**src/rtl/holosynth_audio_pkg.sv**
```systemverilog
// Shared audio-path constants for the holosynth output stage.
// Default sample/slot/divider sizes and the underrun counter ceiling.
package holosynth_audio_pkg;

    localparam int DEF_AUD_BIT_DEPTH = 24;
    localparam int DEF_SLOT_BITS     = 32;
    localparam int DEF_BCLK_DIV      = 4;

    localparam int FRAME_BITS = 2 * DEF_SLOT_BITS;
    localparam int DIV_W      = $clog2(DEF_BCLK_DIV);
    localparam int POS_W      = $clog2(FRAME_BITS);

    localparam logic [7:0] UNDERRUN_MAX = 8'd255;

    function automatic logic [7:0] sat_inc(input logic [7:0] v);
        return (v == UNDERRUN_MAX) ? v : v + 8'd1;
    endfunction

endpackage

```
**src/rtl/i2s_clkgen.sv**
```systemverilog
// I2S bit/frame clock generator: divider, bit position, BCLK and LRCK,
// plus the falling-edge and frame-start strobes used by the serializer.
module i2s_clkgen
    import holosynth_audio_pkg::*;
#(
    parameter int SLOT_BITS = DEF_SLOT_BITS,
    parameter int BCLK_DIV  = DEF_BCLK_DIV
) (
    input  logic clk,
    input  logic rst_n,
    input  logic enable,
    output logic bclk,
    output logic lrck,
    output logic fe,
    output logic frame_start
);

    localparam int FB = 2 * SLOT_BITS;
    localparam int DW = (BCLK_DIV > 1) ? $clog2(BCLK_DIV) : 1;
    localparam int PW = $clog2(FB);

    localparam logic [DW-1:0] DIV_LAST = DW'(BCLK_DIV - 1);
    localparam logic [DW-1:0] DIV_HALF = DW'(BCLK_DIV / 2);
    localparam logic [PW-1:0] POS_LAST = PW'(FB - 1);
    localparam logic [PW-1:0] POS_HALF = PW'(SLOT_BITS);

    logic [DW-1:0] div_cnt;
    logic [DW-1:0] div_nxt;
    logic [PW-1:0] bit_pos;
    logic [PW-1:0] pos_nxt;

    // Frame length is a power of two, so bit_pos wraps on its own.
    always_comb begin
        fe          = enable && (div_cnt == DIV_LAST);
        frame_start = fe && (bit_pos == POS_LAST);
        div_nxt     = fe ? '0 : div_cnt + 1'b1;
        pos_nxt     = bit_pos + 1'b1;
    end

    always_ff @(posedge clk or negedge rst_n) begin
        if (!rst_n) begin
            div_cnt <= '0;
            bit_pos <= '0;
            bclk    <= 1'b0;
            lrck    <= 1'b0;
        end else if (!enable) begin
            div_cnt <= '0;
            bit_pos <= '0;
            bclk    <= 1'b0;
            lrck    <= 1'b0;
        end else begin
            div_cnt <= div_nxt;
            bclk    <= (div_nxt >= DIV_HALF);
            if (fe) begin
                bit_pos <= pos_nxt;
                lrck    <= (pos_nxt >= POS_HALF);
            end
        end
    end

endmodule

```
**src/rtl/i2s_dac_out.sv**
```systemverilog
// I2S DAC output stage: one-deep sample holding register, per-frame latch
// into a shift register, MSB-first serial data and stale-frame counting.
module i2s_dac_out
    import holosynth_audio_pkg::*;
#(
    parameter int AUD_BIT_DEPTH = DEF_AUD_BIT_DEPTH,
    parameter int SLOT_BITS     = DEF_SLOT_BITS,
    parameter int BCLK_DIV      = DEF_BCLK_DIV
) (
    input  logic                     AUDIO_CLK,
    input  logic                     reset_n,
    input  logic                     enable,
    input  logic [AUD_BIT_DEPTH-1:0] lsound_in,
    input  logic [AUD_BIT_DEPTH-1:0] rsound_in,
    input  logic                     sample_valid,
    output logic                     sample_req,
    output logic                     AUD_BCLK,
    output logic                     AUD_DACLRCK,
    output logic                     AUD_DACDAT,
    output logic [7:0]               underrun_cnt
);

    localparam int FB  = 2 * SLOT_BITS;
    localparam int PAD = SLOT_BITS - AUD_BIT_DEPTH;

    logic                     fe;
    logic                     frame_start;
    logic [AUD_BIT_DEPTH-1:0] hold_l;
    logic [AUD_BIT_DEPTH-1:0] hold_r;
    logic [AUD_BIT_DEPTH-1:0] word_l;
    logic [AUD_BIT_DEPTH-1:0] word_r;
    logic [FB-1:0]            frame_word;
    logic [FB-1:0]            shift_reg;
    logic                     fresh;
    logic                     primed;
    logic                     stale;

    i2s_clkgen #(
        .SLOT_BITS (SLOT_BITS),
        .BCLK_DIV  (BCLK_DIV)
    ) u_clkgen (
        .clk         (AUDIO_CLK),
        .rst_n       (reset_n),
        .enable      (enable),
        .bclk        (AUD_BCLK),
        .lrck        (AUD_DACLRCK),
        .fe          (fe),
        .frame_start (frame_start)
    );

    // A strobe coinciding with the latch bypasses straight into the frame.
    always_comb begin
        word_l     = sample_valid ? lsound_in : hold_l;
        word_r     = sample_valid ? rsound_in : hold_r;
        frame_word = {SLOT_BITS'(word_l) << PAD, SLOT_BITS'(word_r) << PAD};
        stale      = !sample_valid && !fresh && primed;
    end

    always_ff @(posedge AUDIO_CLK or negedge reset_n) begin
        if (!reset_n) begin
            hold_l       <= '0;
            hold_r       <= '0;
            shift_reg    <= '0;
            fresh        <= 1'b0;
            primed       <= 1'b0;
            sample_req   <= 1'b0;
            AUD_DACDAT   <= 1'b0;
            underrun_cnt <= '0;
        end else begin
            if (sample_valid) begin
                hold_l <= lsound_in;
                hold_r <= rsound_in;
            end
            if (!enable) begin
                shift_reg  <= '0;
                fresh      <= 1'b0;
                primed     <= 1'b0;
                sample_req <= 1'b0;
                AUD_DACDAT <= 1'b0;
            end else begin
                sample_req <= frame_start;
                if (fe) begin
                    AUD_DACDAT <= shift_reg[FB-1];
                    shift_reg  <= frame_start ? frame_word : shift_reg << 1;
                end
                if (frame_start) begin
                    fresh  <= 1'b0;
                    primed <= 1'b1;
                    if (stale) begin
                        underrun_cnt <= sat_inc(underrun_cnt);
                    end
                end else if (sample_valid) begin
                    fresh <= 1'b1;
                end
            end
        end
    end

endmodule
```
**config.mk**
```make
export PLATFORM = sky130hd
export DESIGN_NAME = i2s_dac_out
export DESIGN_NICKNAME = d
export VERILOG_FILES = /design/src/rtl/holosynth_audio_pkg.sv /design/src/rtl/i2s_clkgen.sv /design/src/rtl/i2s_dac_out.sv
export SDC_FILE = /design/constraint.sdc
export NUM_CORES = 1
export LEC_CHECK = 0
export CAP_MARGIN = 20
export CORE_AREA = 8 8 111 113
export CTS_CLUSTER_SIZE = 14
export DETAILED_ROUTE_END_ITERATION = 10
export DIE_AREA = 0 0 119 121
export HOLD_SLACK_MARGIN = 0.06
export PLACE_DENSITY = 0.77
export SLEW_MARGIN = 20
export SYNTH_ARGS = -nofsm -noshare
export SYNTH_HDL_FRONTEND = slang
export SYNTH_SLANG_ARGS = --single-unit
```
**constraint.sdc**
```tcl
create_clock -name AUDIO_CLK -period 2.81 [get_ports AUDIO_CLK]
set_input_delay 0.7025 -clock AUDIO_CLK [delete_from_list [all_inputs] [get_ports AUDIO_CLK]]
set_output_delay 0.7025 -clock AUDIO_CLK [all_outputs]
set_load 0.05 [all_outputs]
```
==> flow_summary.ini, run 1 <==
[worst_setup_path]
crit_slowest_cell = clkdlybuf4s50_1
cp_max_fo = 6
end_kind = primary output
cp_num_buf_inv = 1
regToRegEndpoint = shift_reg[42]$_DFFE_PN0P_
crit_path_max_incr_delay_ps = 840
endpoint = underrun_cnt[3]
worst-path-stages = 1
startpoint_type = flip-flop
crit_start = underrun_cnt[3]$_DFFE_PN0P_
critical_path_class = flip-flop to primary output
cp_data_required_time_ps = 2110
crit_arrival_ps = 1790
reg2reg_depth = 5
rrSetupSlack_ps = 550
reg2reg_from = u_clkgen.bit_pos[0]$_DFFE_PN0P_
path_delay_family = buffers and inverters
cp_cell_sequence = clkdlybuf4s50_1

[floorplan]
die-height_um = 121
num_rows = 38
dieWidth_um = 119
coreArea_um2 = 10600
start_util_pct = 53.67
io_pins = 64
die_area_um2 = 14400

[yosys]
ys.flop_type = dfrtp_1
ys_types = 41
synth-seq-cells = 126
ys_async_sr_fraction_pct = 100.0
synth_area_per_cell_um2 = 11.68
synth_area_um2 = 5690
syn-instance-count = 487
synth_sequential_area_ratio_pct = 55.41
yosysWarnings = 0
synth_edf_count = 0
synth_fp_nets = 542

[final_layout]
final_cell_mix = 126 x dfrtp_1, 86 x nor2_1, 60 x nand2_1, 60 x clkdlybuf4s50_1, 48 x mux2_2
finish.utilization_pct = 66.23
drive_gt1_share_pct = 23.74
largest_reg_flops = 56
design_area_um2 = 7022
synthToLayoutAreaGrowth_pct = 23.39
mostFrequentLayoutCell = dfrtp_1
nNetsFinal = 600
antennaDiodeCount = 0

[cts]
clockBufferDepth = 2
cts_resized = 0
cts_tree = done
htreeDepth = 4
cts_buffers = 17
cts.sinks = 126
post_cts_buffers = 0
hold_buffers = 0
clk_latency_ps = 530
clk_pin_slew_ps = 50
cts_root_buf = clkbuf_8

[route]
routed_via_density = 5.606
drt-initial-drc-count = 162
drc_errors = 0
wl_per_cell_um = 16.83
vias = 3902
drt_wl_total_um = 11720
dr.pass1.iters = 5
ant_nets = 0

[global_routing]
gr-total-overflow = 0
grt_pass1_vias = 4048
grt_max_degree = 77
antenna_found_initial = 0
grt_usage_pct = 17.26
grt_pass1_wl_um = 20050

[sta]
finalSetupViolCount = 0
skew_ps = 8.685
fin_crit_ps = 2496
rsz0062_at_grt = false
slew_headroom_pct = 29.10
post-route-period-util_pct = 88.82
holdWs_ps = 81.54
worst_slew_pin_slew_ps = 1063
fmax_ghz = 0.4007
slew_violations = 0
tns_ps = 0
hold_viol = 0

[worst_hold_path]
min_path_type = input pin to async pin

[place]
dpl_cell_area_um2 = 6399
io_buffers = 63
hpwl_um = 7329
gp_congestion = 0.7200

[power]
p_leak_nw = 2.877
irDropWorstVdd_v = 0.0004286
p_per_area_nw_per_um2 = 647.0
power_mw = 4.543

[flow_run]
maxCapViolations = 0

[run_status]
status = completed
## stage by stage
step,cells,setup slack (ps)
CTS,696,284.1
detailed placement,666,581.6
global route,696,258.3
floorplan,487,998.9
global placement,666,627.8
finish,696,314.1
## how the worst min path moves through the flow
| stage | slack [ps] | startpoint | to | depth (start not counted) |
|---|---|---|---|---|
| 3_3_place_gp | 470 | shift_reg[62]$_DFFE_PN0P_ | shift_reg[62]$_DFFE_PN0P_ | 2 |
| 2_1_floorplan | 410 | reset_n | AUD_DACDAT$_DFFE_PN0P_ | 0 |
| 4_1_cts | 70 | reset_n | u_clkgen.bit_pos[0]$_DFFE_PN0P_ | 1 |
| 6_report | 80 | reset_n | underrun_cnt[6]$_DFFE_PN0P_ | 1 |
| 5_1_grt | 90 | reset_n | underrun_cnt[5]$_DFFE_PN0P_ | 1 |
| 3_5_place_dp | 480 | u_clkgen.div_cnt[0]$_DFF_PN0_ | u_clkgen.div_cnt[0]$_DFF_PN0_ | 1 |
## cell type report
type / count / area, µm²
clock buffers: 19 / 431.7
multi-input cells: 325 / 2354
repair buffers: 74 / 713.2
clock inverters: 11 / 191.4
inverters: 1 / 3.754
flip-flops and latches: 126 / 3153
well taps: 140 / 175.2
fillers: 772 / 3581
## logic make-up (layout without fill, tap and decap cells)
group / count (synthesis) / in the layout / share of synthesized area (%)
simple gates: 194 / 194 / 15.48
flops: 126 / 126 / 55.41
compound gates: 64 / 64 / 12.82
mux: 54 / 54 / 10.60
buf+inv: 36 / 105 / 3.496
xor+xnor: 10 / 10 / 1.539
fa+ha+maj: 3 / 3 / 0.6597
## metal layers
| metal | global-route usage, % | vias up | part of all wire [%] | wire [µm] |
|---|---|---|---|---|
| li1 | - | 1805 | - | - |
| met2 | 28.73 | 83 | 51 | 5961 |
| met1 | 20.66 | 1996 | 43 | 5065 |
| met4 | 7.431 | 0 | 1.8 | 206 |
| met5 | 0 | - | 0 | 0 |
| met3 | 4.793 | 18 | 4.1 | 484 |
## cell usage after synthesis (2+ instances only)
library cell | instances | area share, %
a21boi_0 | 2 | 0.26
a2bb2oi_1 | 6 | 0.92
xnor2_1 | 9 | 1.4
mux2_1 | 2 | 0.40
dfrtp_1 | 126 | 55
clkbuf_1 | 11 | 0.73
ha_1 | 3 | 0.66
buf_1 | 3 | 0.20
nor2_1 | 86 | 5.7
buf_2 | 12 | 1.1
mux2_2 | 48 | 9.5
nand4_1 | 4 | 0.44
o32ai_2 | 27 | 7.7
nor2b_1 | 10 | 1.1
buf_4 | 5 | 0.66
o21ai_0 | 5 | 0.44
nor2_2 | 6 | 0.66
and2_1 | 9 | 0.99
buf_6 | 4 | 0.79
mux2i_1 | 4 | 0.70
nand3_1 | 7 | 0.62
a21oi_1 | 2 | 0.18
nand2_1 | 61 | 4.0
o32ai_1 | 18 | 2.8
## power breakdown
part           switching, mW  internal [mW]  leakage, nW
logic                  0.155          0.154        0.935
registers             0.0224           1.89         1.65
clock network          0.781           1.54        0.296
total                  0.958           3.59         2.88
Note: power is estimated with default switching activity, not from simulation.
==> inputs of run 2 (changes only) <==
--- a/config.mk
+++ b/config.mk
@@ -10,7 +10,7 @@
 export CTS_CLUSTER_SIZE = 14
 export DETAILED_ROUTE_END_ITERATION = 10
 export DIE_AREA = 0 0 119 121
-export HOLD_SLACK_MARGIN = 0.06
+export HOLD_SLACK_MARGIN = 0.05
 export PLACE_DENSITY = 0.77
 export SLEW_MARGIN = 20
 export SYNTH_ARGS = -nofsm -noshare
==> results of run 2 <==
The final DEF is identical to that of run 1; final timing and power are the same.
==> inputs of run 3 (changes only) <==
==> constraint.sdc (replaced) <==
create_clock -name AUDIO_CLK -period 3.08 [get_ports AUDIO_CLK]
set_input_delay 0.77 -clock AUDIO_CLK [delete_from_list [all_inputs] [get_ports AUDIO_CLK]]
set_output_delay 0.77 -clock AUDIO_CLK [all_outputs]
set_load 0.05 [all_outputs]
==> run 3 against run 2 <==
  * Wire length is 0.50% higher
  * Sequential share of layout area is 0.32 points higher
  * Critical path depth stayed put
  * Final cell count is 0.14% lower
  * Total power is 13% lower
  * Core utilization is 0.47 points lower
  * Non-clock buffer count is 3 lower
  * First-iteration DRC count is 80% higher
  * Largest power group unchanged
  * Critical path type unchanged
  * Via count hardly changed
  * Clock skew is 1.7 ps lower
==> flow_summary.ini, run 3 (synthesis results as in run 1) <==
[sta]
holdWs_ps = 262.5
worst_slew_pin_slew_ps = 1030
slew_headroom_pct = 31.33
tns_ps = 0
fin_crit_ps = 2564
fmax_ghz = 0.3900
skew_ps = 6.978
finalSetupViolCount = 0
rsz0062_at_grt = false
slew_violations = 0
post-route-period-util_pct = 83.24
hold_viol = 0

[worst_hold_path]
min_path_type = input pin to async pin

[global_routing]
grt_pass1_wl_um = 20180
gr-total-overflow = 0
grt_pass1_vias = 4138
grt_max_degree = 51
antenna_found_initial = 0
grt_usage_pct = 17.28

[worst_setup_path]
worst-path-stages = 1
crit_path_max_incr_delay_ps = 840
startpoint_type = flip-flop
cp_num_buf_inv = 1
crit_arrival_ps = 1790
reg2reg_from = u_clkgen.div_cnt[0]$_DFF_PN0_
crit_start = underrun_cnt[3]$_DFFE_PN0P_
regToRegEndpoint = shift_reg[15]$_DFFE_PN0P_
rrSetupSlack_ps = 790
cp_max_fo = 6
cp_cell_sequence = clkdlybuf4s50_1
reg2reg_depth = 5
end_kind = primary output
crit_slowest_cell = clkdlybuf4s50_1
cp_data_required_time_ps = 2310
critical_path_class = flip-flop to primary output
endpoint = underrun_cnt[3]
path_delay_family = buffers and inverters

[cts]
post_cts_buffers = 0
cts.sinks = 126
cts_tree = done
hold_buffers = 0
cts_resized = 0
cts_buffers = 17
clk_pin_slew_ps = 60
clk_latency_ps = 530
htreeDepth = 4
clockBufferDepth = 2
cts_root_buf = clkbuf_8

[power]
sw_frac_of_total_pct = 22.90
combPwrFrac_pct = 7.1
pwr-share-seq_pct = 44.3
p_per_area_nw_per_um2 = 564.5
power.internal_mw = 3.034
p_leak_nw = 2.853
p_sw_mw = 0.9011
irDropWorstVdd_v = 0.0003592
clkPwrFrac_pct = 48.6

[run_status]
status = completed

[final_layout]
antennaDiodeCount = 0
nNetsFinal = 597
largest_reg_flops = 56
drive_gt1_share_pct = 23.78
final_cell_mix = 126 x dfrtp_1, 86 x nor2_1, 60 x nand2_1, 60 x clkdlybuf4s50_1, 48 x mux2_2
mostFrequentLayoutCell = dfrtp_1
synthToLayoutAreaGrowth_pct = 22.52

[route]
drt_wl_total_um = 11780
drc_errors = 0
dr.pass1.iters = 4
ant_nets = 0
drt-initial-drc-count = 291
routed_via_density = 5.619
vias = 3905
wl_per_cell_um = 16.94

[place]
gp_congestion = 0.7617
io_buffers = 63
hpwl_um = 7143

[floorplan]
start_util_pct = 53.67
die-height_um = 121
die_area_um2 = 14400
io_pins = 64
dieWidth_um = 119
num_rows = 38
coreArea_um2 = 10600

[flow_run]
maxCapViolations = 0
## run 3: power groups by stage
stage	registers, mW	logic, mW	clock network [mW]
2_1_floorplan	1.77	0.141	0
3_3_place_gp	1.77	0.277	0
3_5_place_dp	1.77	0.283	0
4_1_cts	1.75	0.284	1.94
5_1_grt	1.75	0.308	2.02
6_report	1.74	0.280	1.91
## run 3: final cells by class
cell class / count / area (µm²)
fill: 787 / 3631
sequential: 126 / 3153
multi-input combinational: 325 / 2354
timing repair buffer: 71 / 715.7
clock buffer: 18 / 427.9
tap: 140 / 175.2
clock inverter: 14 / 142.6
inverter: 1 / 3.754
## run 3: stage by stage
step	std cells	util, %	setup WS [ps]	power, mW	cell area (µm²)
floorplan	487	-	1236	1.915	5690
finish	695	65.75	516.1	3.935	6972
global route	695	65.75	451.7	4.078	6972
global placement	663	60.37	800.5	2.048	6401
CTS	695	65.75	486.2	3.974	6972
detailed placement	663	60.37	777.9	2.058	6401
## run 3: worst min path at each step
stage                                    end  slack (ps)
3_5_place_dp       shift_reg[62]$_DFFE_PN0P_         470
3_3_place_gp       shift_reg[62]$_DFFE_PN0P_         460
2_1_floorplan  u_clkgen.div_cnt[0]$_DFF_PN0_         410
4_1_cts          underrun_cnt[4]$_DFFE_PN0P_         270
5_1_grt          underrun_cnt[4]$_DFFE_PN0P_         300
6_report         underrun_cnt[4]$_DFFE_PN0P_         260
## run 3: routing by layer
metal	vias up	global-route usage, %	share of wire, %
li1	1815	-	-
met1	1971	20.70	43
met2	97	28.31	50
met3	22	5.026	4.7
met4	0	8.063	1.5
met5	-	0	0
## run 3: worst register-to-register path, delay by kind of cell, from the launching register on
family | cells | cell delay [ps]
flops | 1 | 420
compound gates | 1 | 300
fa+ha+maj | 1 | 290
simple gates | 3 | 1170
